<file path="src/rtl/adder_pkg.sv">
// Shared definitions for the pipelined adder/subtractor: stage count helper,
// configuration check and the payload carried between carry slices.
package adder_pkg;

   // Widest operand the stage payload can carry.
   localparam int unsigned MAX_WIDTH = 64;

   function automatic int unsigned nstage(input int unsigned width, input int unsigned slice);
      return width / slice;
   endfunction

   // Legal configurations: non-zero slice, width a whole number of slices, fits the payload.
   function automatic bit cfg_ok(input int unsigned width, input int unsigned slice);
      return (slice != 0) && (width >= slice) && ((width % slice) == 0) && (width <= MAX_WIDTH);
   endfunction

   // word holds finished sum slices below the current stage and untouched A slices above it,
   // so the partial sum and the remaining A operand share one vector as the pipeline skews.
   typedef struct packed {
      logic [MAX_WIDTH-1:0] word;
      logic [MAX_WIDTH-1:0] bx;
      logic                 carry;
      logic                 cmsb;
      logic                 valid;
   } stage_t;

endpackage

</file>
<file path="src/rtl/adder_pipe_stage.sv">
// One carry slice of the pipelined adder: SLICE-bit add of slice IDX, stage register
// and valid/ready flow control.
module adder_pipe_stage
   import adder_pkg::*;
#(
   parameter int unsigned SLICE = 4,
   parameter int unsigned IDX   = 0,
   parameter bit          LAST  = 1'b0
) (
   input  logic   clk,
   input  logic   rst_n,
   input  stage_t din,
   input  logic   ready_nxt,
   output logic   ready,
   output stage_t dout
);

   logic [SLICE-1:0] a_sl;
   logic [SLICE-1:0] b_sl;
   logic [SLICE:0]   sum;
   stage_t           nxt;

   // Add this slice and splice its result into the travelling payload.
   always_comb begin
      a_sl = din.word[IDX*SLICE +: SLICE];
      b_sl = din.bx[IDX*SLICE +: SLICE];
      sum  = {1'b0, a_sl} + {1'b0, b_sl} + {{SLICE{1'b0}}, din.carry};
      nxt  = din;
      nxt.word[IDX*SLICE +: SLICE] = sum[SLICE-1:0];
      nxt.carry = sum[SLICE];
      // Carry into the operand MSB recovered from the MSB sum bit.
      if (LAST) nxt.cmsb = a_sl[SLICE-1] ^ b_sl[SLICE-1] ^ sum[SLICE-1];
   end

   assign ready = ~dout.valid | ready_nxt;

   // Stage register: load whenever this stage is empty or its content moves on.
   always_ff @(posedge clk or negedge rst_n) begin
      if (!rst_n)     dout <= '0;
      else if (ready) dout <= nxt;
   end

endmodule

</file>
<file path="src/rtl/adder_pipe_nb.sv">
// Pipelined N-bit adder/subtractor with valid/ready flow control, one stage per carry slice.
module adder_pipe_nb
   import adder_pkg::*;
#(
   parameter int unsigned WIDTH = 16,
   parameter int unsigned SLICE = 4
) (
   input  logic             clk,
   input  logic             rst_n,
   input  logic [WIDTH-1:0] A,
   input  logic [WIDTH-1:0] B,
   input  logic             Cex,
   input  logic             SUB,
   input  logic             in_valid,
   output logic             in_ready,
   output logic [WIDTH-1:0] S,
   output logic             CO,
   output logic             OV,
   output logic             out_valid,
   input  logic             out_ready
);

   localparam int unsigned NSTAGE = nstage(WIDTH, SLICE);

   if (!cfg_ok(WIDTH, SLICE)) begin : g_bad_cfg
      $error("adder_pipe_nb: WIDTH must be a non-zero multiple of SLICE and at most %0d", MAX_WIDTH);
   end

   stage_t cap;
   stage_t q   [NSTAGE];
   logic   rdy [NSTAGE+1];
   logic   unused_tail;

   // Operand preparation: subtraction is A + ~B + ~Cex.
   always_comb begin
      cap                  = '0;
      cap.word[WIDTH-1:0]  = A;
      cap.bx[WIDTH-1:0]    = SUB ? ~B : B;
      cap.carry            = SUB ? ~Cex : Cex;
      cap.valid            = in_valid;
   end

   assign rdy[NSTAGE] = out_ready;

   for (genvar k = 0; k < NSTAGE; k++) begin : g_stage
      if (k == 0) begin : g_first
         adder_pipe_stage #(.SLICE(SLICE), .IDX(k), .LAST(k == NSTAGE-1)) u_stage (
            .clk(clk), .rst_n(rst_n), .din(cap),
            .ready_nxt(rdy[k+1]), .ready(rdy[k]), .dout(q[k])
         );
      end else begin : g_rest
         adder_pipe_stage #(.SLICE(SLICE), .IDX(k), .LAST(k == NSTAGE-1)) u_stage (
            .clk(clk), .rst_n(rst_n), .din(q[k-1]),
            .ready_nxt(rdy[k+1]), .ready(rdy[k]), .dout(q[k])
         );
      end
   end

   assign in_ready  = rdy[0];
   assign S         = q[NSTAGE-1].word[WIDTH-1:0];
   assign CO        = q[NSTAGE-1].carry;
   assign OV        = q[NSTAGE-1].carry ^ q[NSTAGE-1].cmsb;
   assign out_valid = q[NSTAGE-1].valid;

   // Leftover B bits and payload padding of the final stage have no consumer.
   assign unused_tail = ^q[NSTAGE-1];

endmodule
</file>
<file path="config.mk">
export PLATFORM = sky130hd
export DESIGN_NAME = adder_pipe_nb
export DESIGN_NICKNAME = d
export VERILOG_FILES = /design/src/rtl/adder_pkg.sv /design/src/rtl/adder_pipe_stage.sv /design/src/rtl/adder_pipe_nb.sv
export SDC_FILE = /design/constraint.sdc
export NUM_CORES = 1
export LEC_CHECK = 0
export CORE_ASPECT_RATIO = 1.4
export CORE_MARGIN = 2
export CORE_UTILIZATION = 50
export CTS_CLUSTER_SIZE = 40
export DETAILED_ROUTE_END_ITERATION = 7
export PLACE_DENSITY_LB_ADDON = 0.15
export REMOVE_ABC_BUFFERS = 1
export SYNTH_ARGS = -nofsm -noshare
export SYNTH_HDL_FRONTEND = slang
export SYNTH_HIERARCHICAL = 1
export SYNTH_SLANG_ARGS = --single-unit
</file>
<file path="constraint.sdc">
create_clock -name clk -period 4.8 [get_ports clk]
set_input_delay 0.72 -clock clk [delete_from_list [all_inputs] [get_ports clk]]
set_output_delay 0.72 -clock clk [all_outputs]
set_load 0.005 [all_outputs]
</file>
## Word-level counts from Yosys, hierarchy flattened

Index checks and enable logic that the tools add are counted.

- Bits in registers: 121
- Word-level logic and storage cells: 39
- Output and inout port bits: 20

- Bitwise operators: 13
- Add/sub/neg operators: 8
- Mux-type cells: 2

Operators by type and width:

| operator | count |
|---|---|
| $add 4x4->5 | 4 |
| $add 5x1->5 | 4 |
| $mux 16 | 1 |
| $not 16->16 | 1 |
| $not 1->1 | 5 |
| $or 1x1->1 | 4 |
| $xor 1x1->1 | 3 |
| $mux 1 | 1 |

## Longest topological paths before layout

- Word-level depth: 5
- Mapped depth: 17

## Modules after synthesis

Netlist, hierarchy kept.

Modules (own cells, without submodules):

| module | seq. area each (sq um) | area an instance (sq um) | cells an instance | instances |
|---|---|---|---|---|
| adder_pipe_stage (g_stage[0].g_first.u_stage ...) | 3,278.1 | 5,166.2 | 296 | 3 |
| adder_pipe_stage (g_stage[3].g_rest.u_stage) | 3,278.1 | 5,586.6 | 298 | 1 |
| adder_pipe_nb | 0.0 | 192.7 | 21 | 1 |

## Worst setup path after synthesis

Ideal clock, no wire load.

- Path type: in2out
- Start point: in out_ready
- End point: out in_ready
- Data arrival time: 2.712 ns
- Setup slack: 1.368 ns
- Buffers on the path: 11
- Stages: 15
- Required time: 4.080 ns
- Cells stage by stage: nand2b_4 -> buf_6 -> buf_2 -> nand2b_4 -> buf_6 -> buf_6 -> buf_6 -> nand2b_4 -> buf_6 -> buf_6 -> buf_6 -> nand2b_4 -> buf_6 -> buf_6 -> buf_6

RTL lines:

| element | line | text |
|---|---|---|
| from (decl) | adder_pipe_nb.sv:20 | `input logic out_ready` |
| to (decl) | adder_pipe_nb.sv:15 | `output logic in_ready,` |

==> report_table.html <==
<table>
<tr><th>Metric</th><th>Value</th></tr>
<tr><th colspan="2">Global routing</th></tr>
<tr><td>Remaining global-route overflow</td><td>0</td></tr>
<tr><td>Antenna violations before repair</td><td>0</td></tr>
<tr><td>Largest net degree at the start of global routing</td><td>67</td></tr>
<tr><td>Via count of the first global-routing pass</td><td>2460</td></tr>
<tr><td>Global Route Usage Sum</td><td>0.155</td></tr>
<tr><td>Global-route wire length before repair</td><td>12100 um</td></tr>
<tr><th colspan="2">Floorplan</th></tr>
<tr><td>Number of rows created at floorplan</td><td>41</td></tr>
<tr><td>Die Outline Area</td><td>10100 um^2</td></tr>
<tr><td>Initial standard-cell utilization of the core</td><td>0.513</td></tr>
<tr><td>Die extent in x</td><td>85.3 um</td></tr>
<tr><td>Die Y-Extent</td><td>118 um</td></tr>
<tr><td>Core outline area</td><td>9030 um^2</td></tr>
<tr><td>Total I/O pin count</td><td>58</td></tr>
<tr><th colspan="2">STA</th></tr>
<tr><td>Period utilisation layout</td><td>0.817</td></tr>
<tr><td>Post-route minimum period</td><td>3.92 ns</td></tr>
<tr><td>Fin. Hold Viols</td><td>0</td></tr>
<tr><td>Final-report setup violation count</td><td>0</td></tr>
<tr><td>Final Max Tran Viols</td><td>0</td></tr>
<tr><td>Max Freq</td><td>0.255 GHz</td></tr>
<tr><td>Post-Route Setup TNS</td><td>0 ns</td></tr>
<tr><td>Final Skew</td><td>0.00301 ns</td></tr>
<tr><td>Unrepaired setup endpoints after global routing</td><td>false</td></tr>
<tr><td>Worst-Margin Slew</td><td>0.802 ns</td></tr>
<tr><td>Slew headroom</td><td>0.465</td></tr>
<tr><th colspan="2">Clocking</th></tr>
<tr><td>Clock latency of the later-clocked register in the worst-skew pair</td><td>0.34 ns</td></tr>
<tr><td>CTS H-tree depth</td><td>3</td></tr>
<tr><td>Number of buffers inserted to repair setup after CTS</td><td>0</td></tr>
<tr><td>Hold-fix buffers, CTS</td><td>0</td></tr>
<tr><td>Deepest clock path buffer count</td><td>2</td></tr>
<tr><td>Num Clock Sinks</td><td>97</td></tr>
<tr><td>TritonCTS clock tree</td><td>built</td></tr>
<tr><td>Clock Root Buffer</td><td>clkbuf_16</td></tr>
<tr><td>TritonCTS buffer count</td><td>9</td></tr>
<tr><td>Cells resized by post-CTS repair</td><td>0</td></tr>
<tr><td>Clock transition at the registers of the reported paths</td><td>0.06 ns</td></tr>
<tr><th colspan="2">Routing</th></tr>
<tr><td>Antenna violation net count after detailed routing</td><td>0</td></tr>
<tr><td>Pre-antenna DRT Iters</td><td>2</td></tr>
<tr><td>Total wire length</td><td>7100 um</td></tr>
<tr><td>Routed via count divided by cell count</td><td>4.97</td></tr>
<tr><td>Drt initial violations</td><td>95</td></tr>
<tr><td>Vias post-DR</td><td>2349</td></tr>
<tr><td>DRC violation count after routing</td><td>0</td></tr>
<tr><td>Per-cell routed wire length</td><td>15.0 um</td></tr>
<tr><th colspan="2">Placed design</th></tr>
<tr><td>Area of placed instances</td><td>5040 um^2</td></tr>
<tr><td>Routability-driven placement congestion ratio</td><td>0.706</td></tr>
<tr><td>Port Buffer Count</td><td>57</td></tr>
<tr><td>Number of cells in the design after placement</td><td>457</td></tr>
<tr><td>Half-perimeter wire length after detailed placement</td><td>4770 um</td></tr>
<tr><th colspan="2">Critical path</th></tr>
<tr><td>Critical Path RT</td><td>4.08 ns</td></tr>
<tr><td>Type of origin of the critical path</td><td>input pin</td></tr>
<tr><td>Category of the critical setup timing path</td><td>input pin to output pin</td></tr>
<tr><td>Arrival time of data at the critical path endpoint</td><td>3.20 ns</td></tr>
<tr><td>Endpoint class of the critical path</td><td>output pin</td></tr>
<tr><td>Crit Path Max Fanout</td><td>30</td></tr>
<tr><th colspan="2">Cells and area</th></tr>
<tr><td>Utilization after layout</td><td>0.592</td></tr>
<tr><td>Layout cells sized above 1</td><td>0.279</td></tr>
<tr><td>Final instance area</td><td>5350 um^2</td></tr>
<tr><td>N_diodes</td><td>0</td></tr>
<tr><td>Final Instance Count excl. Fillers</td><td>473</td></tr>
<tr><td>Commonest non-fill, non-tap cell in the layout</td><td>dfrtp_1</td></tr>
<tr><td>Final Net Count</td><td>419</td></tr>
<tr><td>Top library cells by usage in the layout, fill and taps aside</td><td>97 x dfrtp_1, 56 x clkdlybuf4s50_1, 54 x mux2_2</td></tr>
<tr><td>Layout Area Growth over Synthesis</td><td>15.5%</td></tr>
<tr><th colspan="2">Status</th></tr>
<tr><td>Status</td><td>finished, final reports clean</td></tr>
<tr><th colspan="2">Power</th></tr>
<tr><td>Leakage power figure</td><td>2.47 nW</td></tr>
<tr><td>Power Dens Cells</td><td>510 nW/um^2</td></tr>
<tr><td>Highest ir drop seen on vdd</td><td>284 uV</td></tr>
<tr><th colspan="2">Yosys</th></tr>
<tr><td>Mean Syn Cell Area</td><td>14.5 um^2</td></tr>
<tr><td>Syn Inst Count</td><td>320</td></tr>
<tr><td>Number of warnings printed during yosys synthesis</td><td>6</td></tr>
<tr><td>Post-Synthesis Cell Area</td><td>4630 um^2</td></tr>
<tr><th colspan="2">Flow run</th></tr>
<tr><td>Reported max-cap violation count</td><td>0</td></tr>
<tr><th colspan="2">Worst hold path</th></tr>
<tr><td>Path category of the worst min-delay check</td><td>input pin to asynchronous set/reset pin</td></tr>
</table>
[final timing paths]
kind / start / end / slack [ns] / cells after the start
max in group asynchronous: rst_n / g_stage[0].g_first.u_stage/dout[76] / 3.41 / 2
max: out_ready / in_ready / 0.88 / 6
min reg2reg: g_stage[2].g_rest.u_stage/dout[72] / g_stage[3].g_rest.u_stage/dout[72] / 0.50 / 1
min: rst_n / g_stage[0].g_first.u_stage/dout[80] / 0.48 / 1
min in group clk: g_stage[2].g_rest.u_stage/dout[72] / g_stage[3].g_rest.u_stage/dout[72] / 0.50 / 1
max reg2reg: g_stage[3].g_rest.u_stage/dout[0] / g_stage[0].g_first.u_stage/dout[70] / 2.03 / 6
[through the flow]
| stage | power (mW) | hold slack (ns) | worst slack, ns |
|---|---|---|---|
| after CTS | 2.76 | 0.501 | 0.842 |
| after global placement | 1.98 | 0.484 | 0.886 |
| after detailed placement | 2.01 | 0.493 | 0.857 |
| after floorplan | 1.67 | 0.424 | 1.91 |
| final | 2.73 | 0.478 | 0.877 |
| after global routing | 2.90 | 0.519 | 0.728 |
[report_power, final]
part | internal [mW] | total [mW] | switching (mW)
Sequential | 1.06 | 1.22 | 0.152
Combinational | 0.499 | 0.763 | 0.264
Clock | 0.454 | 0.747 | 0.294
Total | 2.02 | 2.73 | 0.710
[worst max-delay path, stage by stage]
cell	delay (ns)
clkdlybuf4s50_1	0.46
nand2b_4	0.36
nand2b_4	0.45
nand2b_4	0.48
nand2b_4	0.22
clkdlybuf4s50_1	0.49
[final cells by class]
type / instances / area [um^2]
tap: 107 / 134
timing repair buffer: 60 / 591
multi-input combinational: 177 / 1820
inverter: 16 / 60.1
sequential: 97 / 2430
clock inverter: 6 / 82.6
fill: 759 / 3680
clock buffer: 10 / 229
[registers in the layout (all words and copies together), names as in the netlist]
signal,count
g_stage.g_first.u_stage/dout,30
g_stage.g_rest.u_stage/dout,67
[per-layer routing]
metal	GRT usage	vias to the layer above	wire [um]
li1	-	1132	-
met2	0.246	38	3530
met5	0	-	0
met1	0.205	1168	3210
met3	0.0372	11	230
met4	0.0625	0	128
No activity file was read; power rests on OpenSTA's default activity.
